### src/rtl/dist_fwd_scoreboard_if.sv
// Bundle between the ID/EX pipeline control and the distribution-register forwarding/hazard unit.
// The master drives the operand, stage and issue information; the slave returns forwarding and stall results.
interface dist_fwd_scoreboard_if #(
    parameter int NUM_SRC    = 2,
    parameter int ADDR_W     = 5,
    parameter int NUM_STAGES = 2,
    parameter int LAT_W      = 3,
    parameter int CNT_W      = 16
);
    logic [NUM_SRC*ADDR_W-1:0]     id_src_addr;
    logic [NUM_SRC-1:0]            id_src_valid;
    logic [NUM_STAGES-1:0]         stage_dreg_write;
    logic [NUM_STAGES*ADDR_W-1:0]  stage_dest_addr;
    logic                          issue_valid;
    logic [ADDR_W-1:0]             issue_dest_addr;
    logic [LAT_W-1:0]              issue_latency;
    logic                          flush;
    logic [NUM_SRC*NUM_STAGES-1:0] fwd_sel;
    logic                          stall;
    logic [(1<<ADDR_W)-1:0]        busy_vec;
    logic [CNT_W-1:0]              stall_cycles;

    modport master (
        output id_src_addr, id_src_valid, stage_dreg_write, stage_dest_addr,
        output issue_valid, issue_dest_addr, issue_latency, flush,
        input  fwd_sel, stall, busy_vec, stall_cycles
    );

    modport slave (
        input  id_src_addr, id_src_valid, stage_dreg_write, stage_dest_addr,
        input  issue_valid, issue_dest_addr, issue_latency, flush,
        output fwd_sel, stall, busy_vec, stall_cycles
    );
endinterface

### src/rtl/dist_fwd_scoreboard.sv
// Distribution-register forwarding with youngest-stage priority, plus a per-register
// countdown scoreboard that stalls ID while a multi-cycle result is still in flight.
module dist_fwd_scoreboard #(
    parameter int NUM_SRC    = 2,
    parameter int ADDR_W     = 5,
    parameter int NUM_STAGES = 2,
    parameter int LAT_W      = 3,
    parameter int CNT_W      = 16
) (
    input  logic                  clk,
    input  logic                  reset_n,
    dist_fwd_scoreboard_if.slave  bus
);
    localparam int NUM_REGS = 1 << ADDR_W;

    logic [NUM_REGS-1:0] busy;
    logic [NUM_SRC-1:0]  hz;
    logic                issue_multi;
    logic [CNT_W-1:0]    stall_cycles_q;
    logic [CNT_W-1:0]    stall_cycles_d;

    assign issue_multi = bus.issue_valid && (bus.issue_latency != '0);

    // One countdown per register; a new issue overwrites whatever was pending (newest op wins).
    for (genvar gi = 0; gi < NUM_REGS; gi++) begin : g_reg
        logic [LAT_W-1:0] cnt_q;
        logic [LAT_W-1:0] cnt_d;

        always_comb begin
            cnt_d = cnt_q;
            if (bus.flush) begin
                cnt_d = '0;
            end else if (issue_multi && (bus.issue_dest_addr == ADDR_W'(gi))) begin
                cnt_d = bus.issue_latency;
            end else if (cnt_q != '0) begin
                cnt_d = cnt_q - 1'b1;
            end
        end

        always_ff @(posedge clk or negedge reset_n) begin
            if (!reset_n) begin
                cnt_q <= '0;
            end else begin
                cnt_q <= cnt_d;
            end
        end

        assign busy[gi] = (cnt_q != '0);
    end

    for (genvar gi = 0; gi < NUM_SRC; gi++) begin : g_src
        logic [ADDR_W-1:0]     src;
        logic [NUM_STAGES-1:0] sel;

        assign src    = bus.id_src_addr[gi*ADDR_W +: ADDR_W];
        assign hz[gi] = bus.id_src_valid[gi] &&
                        (busy[src] || (issue_multi && (bus.issue_dest_addr == src)));

        // Walk oldest to youngest so the youngest matching stage is the one left selected.
        always_comb begin
            sel = '0;
            for (int s = NUM_STAGES - 1; s >= 0; s--) begin
                if (bus.stage_dreg_write[s] &&
                    (bus.stage_dest_addr[s*ADDR_W +: ADDR_W] == src)) begin
                    sel    = '0;
                    sel[s] = 1'b1;
                end
            end
            if (!bus.id_src_valid[gi] || hz[gi]) begin
                sel = '0;
            end
        end

        assign bus.fwd_sel[gi*NUM_STAGES +: NUM_STAGES] = sel;
    end

    always_comb begin
        stall_cycles_d = stall_cycles_q;
        if ((|hz) && (stall_cycles_q != '1)) begin
            stall_cycles_d = stall_cycles_q + 1'b1;
        end
    end

    always_ff @(posedge clk or negedge reset_n) begin
        if (!reset_n) begin
            stall_cycles_q <= '0;
        end else begin
            stall_cycles_q <= stall_cycles_d;
        end
    end

    assign bus.stall        = |hz;
    assign bus.busy_vec     = busy;
    assign bus.stall_cycles = stall_cycles_q;
endmodule

### src/flat_wrapper.sv
// flat-port wrapper written by rule: the top's interface ports become plain ports
module dist_fwd_scoreboard_flat 
#(
    parameter int NUM_SRC    = 2,
    parameter int ADDR_W     = 5,
    parameter int NUM_STAGES = 2,
    parameter int LAT_W      = 3,
    parameter int CNT_W      = 16
)
  (clk, reset_n, bus_id_src_addr, bus_id_src_valid, bus_stage_dreg_write, bus_stage_dest_addr, bus_issue_valid, bus_issue_dest_addr, bus_issue_latency, bus_flush, bus_fwd_sel, bus_stall, bus_busy_vec, bus_stall_cycles);
  dist_fwd_scoreboard_if #(.NUM_SRC(NUM_SRC), .ADDR_W(ADDR_W), .NUM_STAGES(NUM_STAGES), .LAT_W(LAT_W), .CNT_W(CNT_W)) bus_i ();
  input  logic clk;
  input  logic reset_n;
  input wire logic [$bits(bus_i.id_src_addr)-1:0] bus_id_src_addr;
  input wire logic [$bits(bus_i.id_src_valid)-1:0] bus_id_src_valid;
  input wire logic [$bits(bus_i.stage_dreg_write)-1:0] bus_stage_dreg_write;
  input wire logic [$bits(bus_i.stage_dest_addr)-1:0] bus_stage_dest_addr;
  input wire logic [$bits(bus_i.issue_valid)-1:0] bus_issue_valid;
  input wire logic [$bits(bus_i.issue_dest_addr)-1:0] bus_issue_dest_addr;
  input wire logic [$bits(bus_i.issue_latency)-1:0] bus_issue_latency;
  input wire logic [$bits(bus_i.flush)-1:0] bus_flush;
  output wire logic [$bits(bus_i.fwd_sel)-1:0] bus_fwd_sel;
  output wire logic [$bits(bus_i.stall)-1:0] bus_stall;
  output wire logic [$bits(bus_i.busy_vec)-1:0] bus_busy_vec;
  output wire logic [$bits(bus_i.stall_cycles)-1:0] bus_stall_cycles;
  assign bus_i.id_src_addr = bus_id_src_addr;
  assign bus_i.id_src_valid = bus_id_src_valid;
  assign bus_i.stage_dreg_write = bus_stage_dreg_write;
  assign bus_i.stage_dest_addr = bus_stage_dest_addr;
  assign bus_i.issue_valid = bus_issue_valid;
  assign bus_i.issue_dest_addr = bus_issue_dest_addr;
  assign bus_i.issue_latency = bus_issue_latency;
  assign bus_i.flush = bus_flush;
  assign bus_fwd_sel = bus_i.fwd_sel;
  assign bus_stall = bus_i.stall;
  assign bus_busy_vec = bus_i.busy_vec;
  assign bus_stall_cycles = bus_i.stall_cycles;
  dist_fwd_scoreboard #(.NUM_SRC(NUM_SRC), .ADDR_W(ADDR_W), .NUM_STAGES(NUM_STAGES), .LAT_W(LAT_W), .CNT_W(CNT_W)) u_core (.clk(clk), .reset_n(reset_n), .bus(bus_i));
endmodule
### config.mk
export PLATFORM = sky130hd
export DESIGN_NAME = dist_fwd_scoreboard_flat
export DESIGN_NICKNAME = d
export VERILOG_FILES = /design/src/rtl/dist_fwd_scoreboard_if.sv /design/src/rtl/dist_fwd_scoreboard.sv /design/src/flat_wrapper.sv
export SDC_FILE = /design/constraint.sdc
export NUM_CORES = 1
export LEC_CHECK = 0
export CORE_UTILIZATION = 54
export CTS_BUF_LIST = sky130_fd_sc_hd__clkbuf_4
export DETAILED_ROUTE_END_ITERATION = 8
export PLACE_DENSITY = 0.79
export RECOVER_POWER = 50
export REMOVE_ABC_BUFFERS = 1
export SYNTH_ARGS = -nofsm -noshare
export SYNTH_HDL_FRONTEND = slang
export SYNTH_SLANG_ARGS = --single-unit
### constraint.sdc
create_clock -name clk -period 2.85 [get_ports clk]
set_clock_uncertainty 0.1 [all_clocks]
set_input_delay 0.57 -clock clk [delete_from_list [all_inputs] [get_ports clk]]
set_output_delay 0.57 -clock clk [all_outputs]
set_load 0.01 [all_outputs]
==> flow_summary_export.csv <==
group,metric,value,unit
sta,hold_violations,0,
layout,fill_cells,1059,
drt,avgViaCountPerCell,5.51,
place,place_ws,-1030,ps
sta,layout_min_cycle_time,3580,ps
drt,drc_errors,0,
place,dp_hpwl,15200,um
pwr,p_per_area,1110,mW/mm^2
pwr,finalPower,11800,uW
clock_tree,clock_latency,490,ps
global_route,antenna_found_initial,2,
clock_tree,cts_buffers,9,
setup_path,slowest_delay,660,ps
logic_synthesis,syn_area,0.00812,mm^2
logic_synthesis,synth_area_leaders,"dfrtp_1 (34%), ha_1 (10%), nor2_1 (7.2%), a21oi_1 (7.0%), inv_1 (6.1%)",
status,status,"finished with violations",
setup_path,critPathKind,"primary input to primary output",
global_route,grt_max_degree,97,
drt,wl_per_cell,15.9,um
setup_path,cp_data_arrival_time,2910,ps
die,initial_core_util,55.7,%
drt,antenna_left,0,
setup_path,cpLargestDelayFamily,"buffers and inverters",
setup_path,crit_slowest_cell,"dlygate4sd3_1",
logic_synthesis,synth_cell_types,44,
setup_path,cp-start-kind,"primary input",
sta,fmax,0.279,GHz
pwr,peakVddDrop,0.000677,V
clock_tree,root_buffer,"clkbuf_4",
global_route,grt_pass1_wl,34900,um
logic_synthesis,synth.top_cell.area_share,34.5,%
sta,setup_ws,-734,ps
sta,tns,-6200,ps
pwr,p_leak,0.00497,uW
die,boundaryPins,89,
logic_synthesis,synthArstFlopShare,100,%
clock_tree,cts_tree,"done",
global_route,grt_pass1_vias,7274,
logic_synthesis,synth_top_family_by_area,"simple AND/OR/NAND/NOR gates",
logic_synthesis,synth.avg_cell_area,8.00,um^2
sta,worst_pin_slew,1390,ps
global_route,overflow,0,
layout,final_nets,1297,
global_route,grt_util_all_layers,28.2,%
setup_path,path_max_fanout,3,
setup_path,path_depth,8,
die,std_cell_rows,44,
clock_tree,ctsHtreeMaxLevel,3,
setup_path,setup.worst_path.end_class,"primary output",
logic_synthesis,syn_inst,1016,
setup_path,reg2reg_depth,11,
place,place.gp.congestion,0.964,
drt,drt-initial-drc-count,486,
sta,post-route-period-util,126,%
clock_tree,clkSinkCount,112,
logic_synthesis,synth_fa_ha_area_share,10.0,%
sta,rsz0062_at_grt,"true",
place,port_buffers,88,
layout,areaGrowthSynthToFinish,30.0,%
min_path,hold_class,"flip-flop to flip-flop",
sta,drv_slew,0,
clock_tree,clk_path_buf_depth,2,
layout,fin_util,72.4,%
job,cap_violations,0,
logic_synthesis,synth_simple_gate_area_share,17.3,%
drt,via_count,7627,
logic_synthesis,synth_flop_cell,"dfrtp_1",
min_path,whs_path_depth,1,
logic_synthesis,synth_top_cell_by_area,"dfrtp_1",
logic_synthesis,synth_xor_area_share,8.19,%
logic_synthesis,synth_compound_area_share,13.3,%
die,coreArea,0.0146,mm^2
layout,layout-drive-gt1-share,21.4,%
die,die_area,0.0155,mm^2
setup_path,cp.buffers_inverters,3,
setup_path,path_cells,"dlygate4sd3_1 > o31ai_1 > clkbuf_1 > nor3_1 > a211oi_1 > a221oi_2 > or2_1 > buf_2",
logic_synthesis,ys_seq_area_share,34.5,%
clock_tree,clk_pin_slew,160,ps
sta,relSlewSlack,7.58,%
drt,drt_wl_total,22000,um
logic_synthesis,ys_seq_elements,112,
sta,fin_hold_ws,413,ps
drt,first_pass_iters,7,
die,die_h,125,um
die,fp.dieW,125,um
status,failed_checks,"negative setup slack",
logic_synthesis,synth.area.mux_share,5.87,%
setup_path,cp.required,2180,ps
logic_synthesis,yosysWarningCount,0,
logic_synthesis,synth_edf_count,0,
sta,setup_viol_count_final,20,
[placed cells by master (no fill, tap or decap), types with 3 or more instances in the layout]
cell type / count
a211oi_1: 8
a211oi_2: 3
a21oi_1: 113
buf_2: 6
buf_4: 141
buf_6: 8
clkbuf_1: 5
clkbuf_4: 12
clkdlybuf4s50_1: 70
dfrtp_1: 112
dlymetal6s2s_1: 10
ha_1: 34
ha_2: 22
ha_4: 9
inv_1: 132
mux2i_1: 9
mux4_2: 16
nand2_1: 89
nand2b_1: 5
nand3_1: 16
nand4_1: 4
nor2_1: 153
nor2_4: 3
nor2b_1: 3
nor3_1: 21
nor3_4: 5
nor3b_2: 4
nor4_1: 5
nor4_4: 5
o21ai_0: 63
xnor2_1: 25
xor2_1: 51
[where the power goes]
group	internal, uW	switching [uW]
clock network	197	517
registers	2230	364
logic	4340	4110
[sequential cells by signal, indices dropped and copies added, names as in the netlist]
register and flops:
u_core.bus.stall_cycles 16, u_core.g.cnt_q 96
[layer usage]
layer  part of all wire, %  vias to the layer above  GRT usage [%]  wire (um)
li1                      -                     3657              -          -
met1                    40                     3627           35.2       8910
met2                    49                      290           47.7      10900
met3                   6.9                       53           4.30       1520
met4                   3.2                        0           13.7        706
met5                     0                        -              0          0
[stage by stage]
step	cells	cell area, um^2
final	1385	10600
after global routing	1385	10600
after CTS	1376	10400
after detailed placement	1345	9930
after global placement	1345	9930
after floorplan	938	7740
[logic make-up (layout without fill, tap and decap cells)]
kind of cell	after synthesis	in the layout
simple gates	326	326
buf+inv	211	394
compound gates	199	199
flops	112	112
xor+xnor	76	76
fa+ha+maj	65	65
mux	27	27
other cells	0	2
[worst reg2reg max path, cell delays in order (launching register included)]
cell and delay, ps:
dfrtp_1 410, inv_1 60, ha_1 140, ha_1 260
mux4_2 260, o21ai_1 80, a211oi_1 390, a221oi_2 150
buf_4 170, o21ai_4 350, buf_8 210, mux2_4 300
[final timing paths]
path,start,end,slack [ps]
min reg2reg,u_core.bus.stall_cycles[6],u_core.bus.stall_cycles[6],410
min in group asynchronous,reset_n,u_core.bus.stall_cycles[10],460
max in group asynchronous,reset_n,u_core.g_reg[27].cnt_q[2],420
min,u_core.bus.stall_cycles[6],u_core.bus.stall_cycles[6],410
max,bus_issue_latency[1],bus_stall,-730
max reg2reg,u_core.g_reg[26].cnt_q[0],u_core.bus.stall_cycles[1],-110
[repair_timing]
item / CTS / global route
buffers inserted: 23 / 15
pin swaps: 29 / 27
hold buffers: 1 / 0
hold endpoints to repair: 9 / 0
resized for setup: 88 / 42
endpoints found under the setup margin: 21 / 37
[final cells by class]
type | count | area, um^2 | area share (%)
Tap cell | 184 | 230 | 2.18
Sequential cell | 112 | 2800 | 26.5
Clock buffer | 12 | 90.1 | 0.853
Timing Repair Buffer | 247 | 2120 | 20.0
Inverter | 133 | 499 | 4.73
Multi-Input combinational cell | 693 | 4810 | 45.5
Clock inverter | 2 | 8.76 | 0.0829
Antenna cell | 2 | 5.00 | 0.0474
[synth_stat cells, types with 4 or more instances]
| cell type | instances |
|---|---|
| a211oi_1 | 10 |
| nand3_1 | 16 |
| nand2b_1 | 5 |
| o21ai_0 | 64 |
| nand4_1 | 4 |
| nor3_2 | 5 |
| ha_1 | 65 |
| nor2_1 | 156 |
| inv_1 | 133 |
| xnor2_1 | 25 |
| nor3b_1 | 4 |
| dfrtp_1 | 112 |
| nor3_1 | 21 |
| mux4_2 | 15 |
| clkbuf_1 | 59 |
| a21oi_1 | 113 |
| buf_6 | 9 |
| nand2_1 | 91 |
| buf_2 | 4 |
| nor4_1 | 10 |
| mux2i_1 | 9 |
| xor2_1 | 51 |
Note: power is estimated with default switching activity, not from simulation.
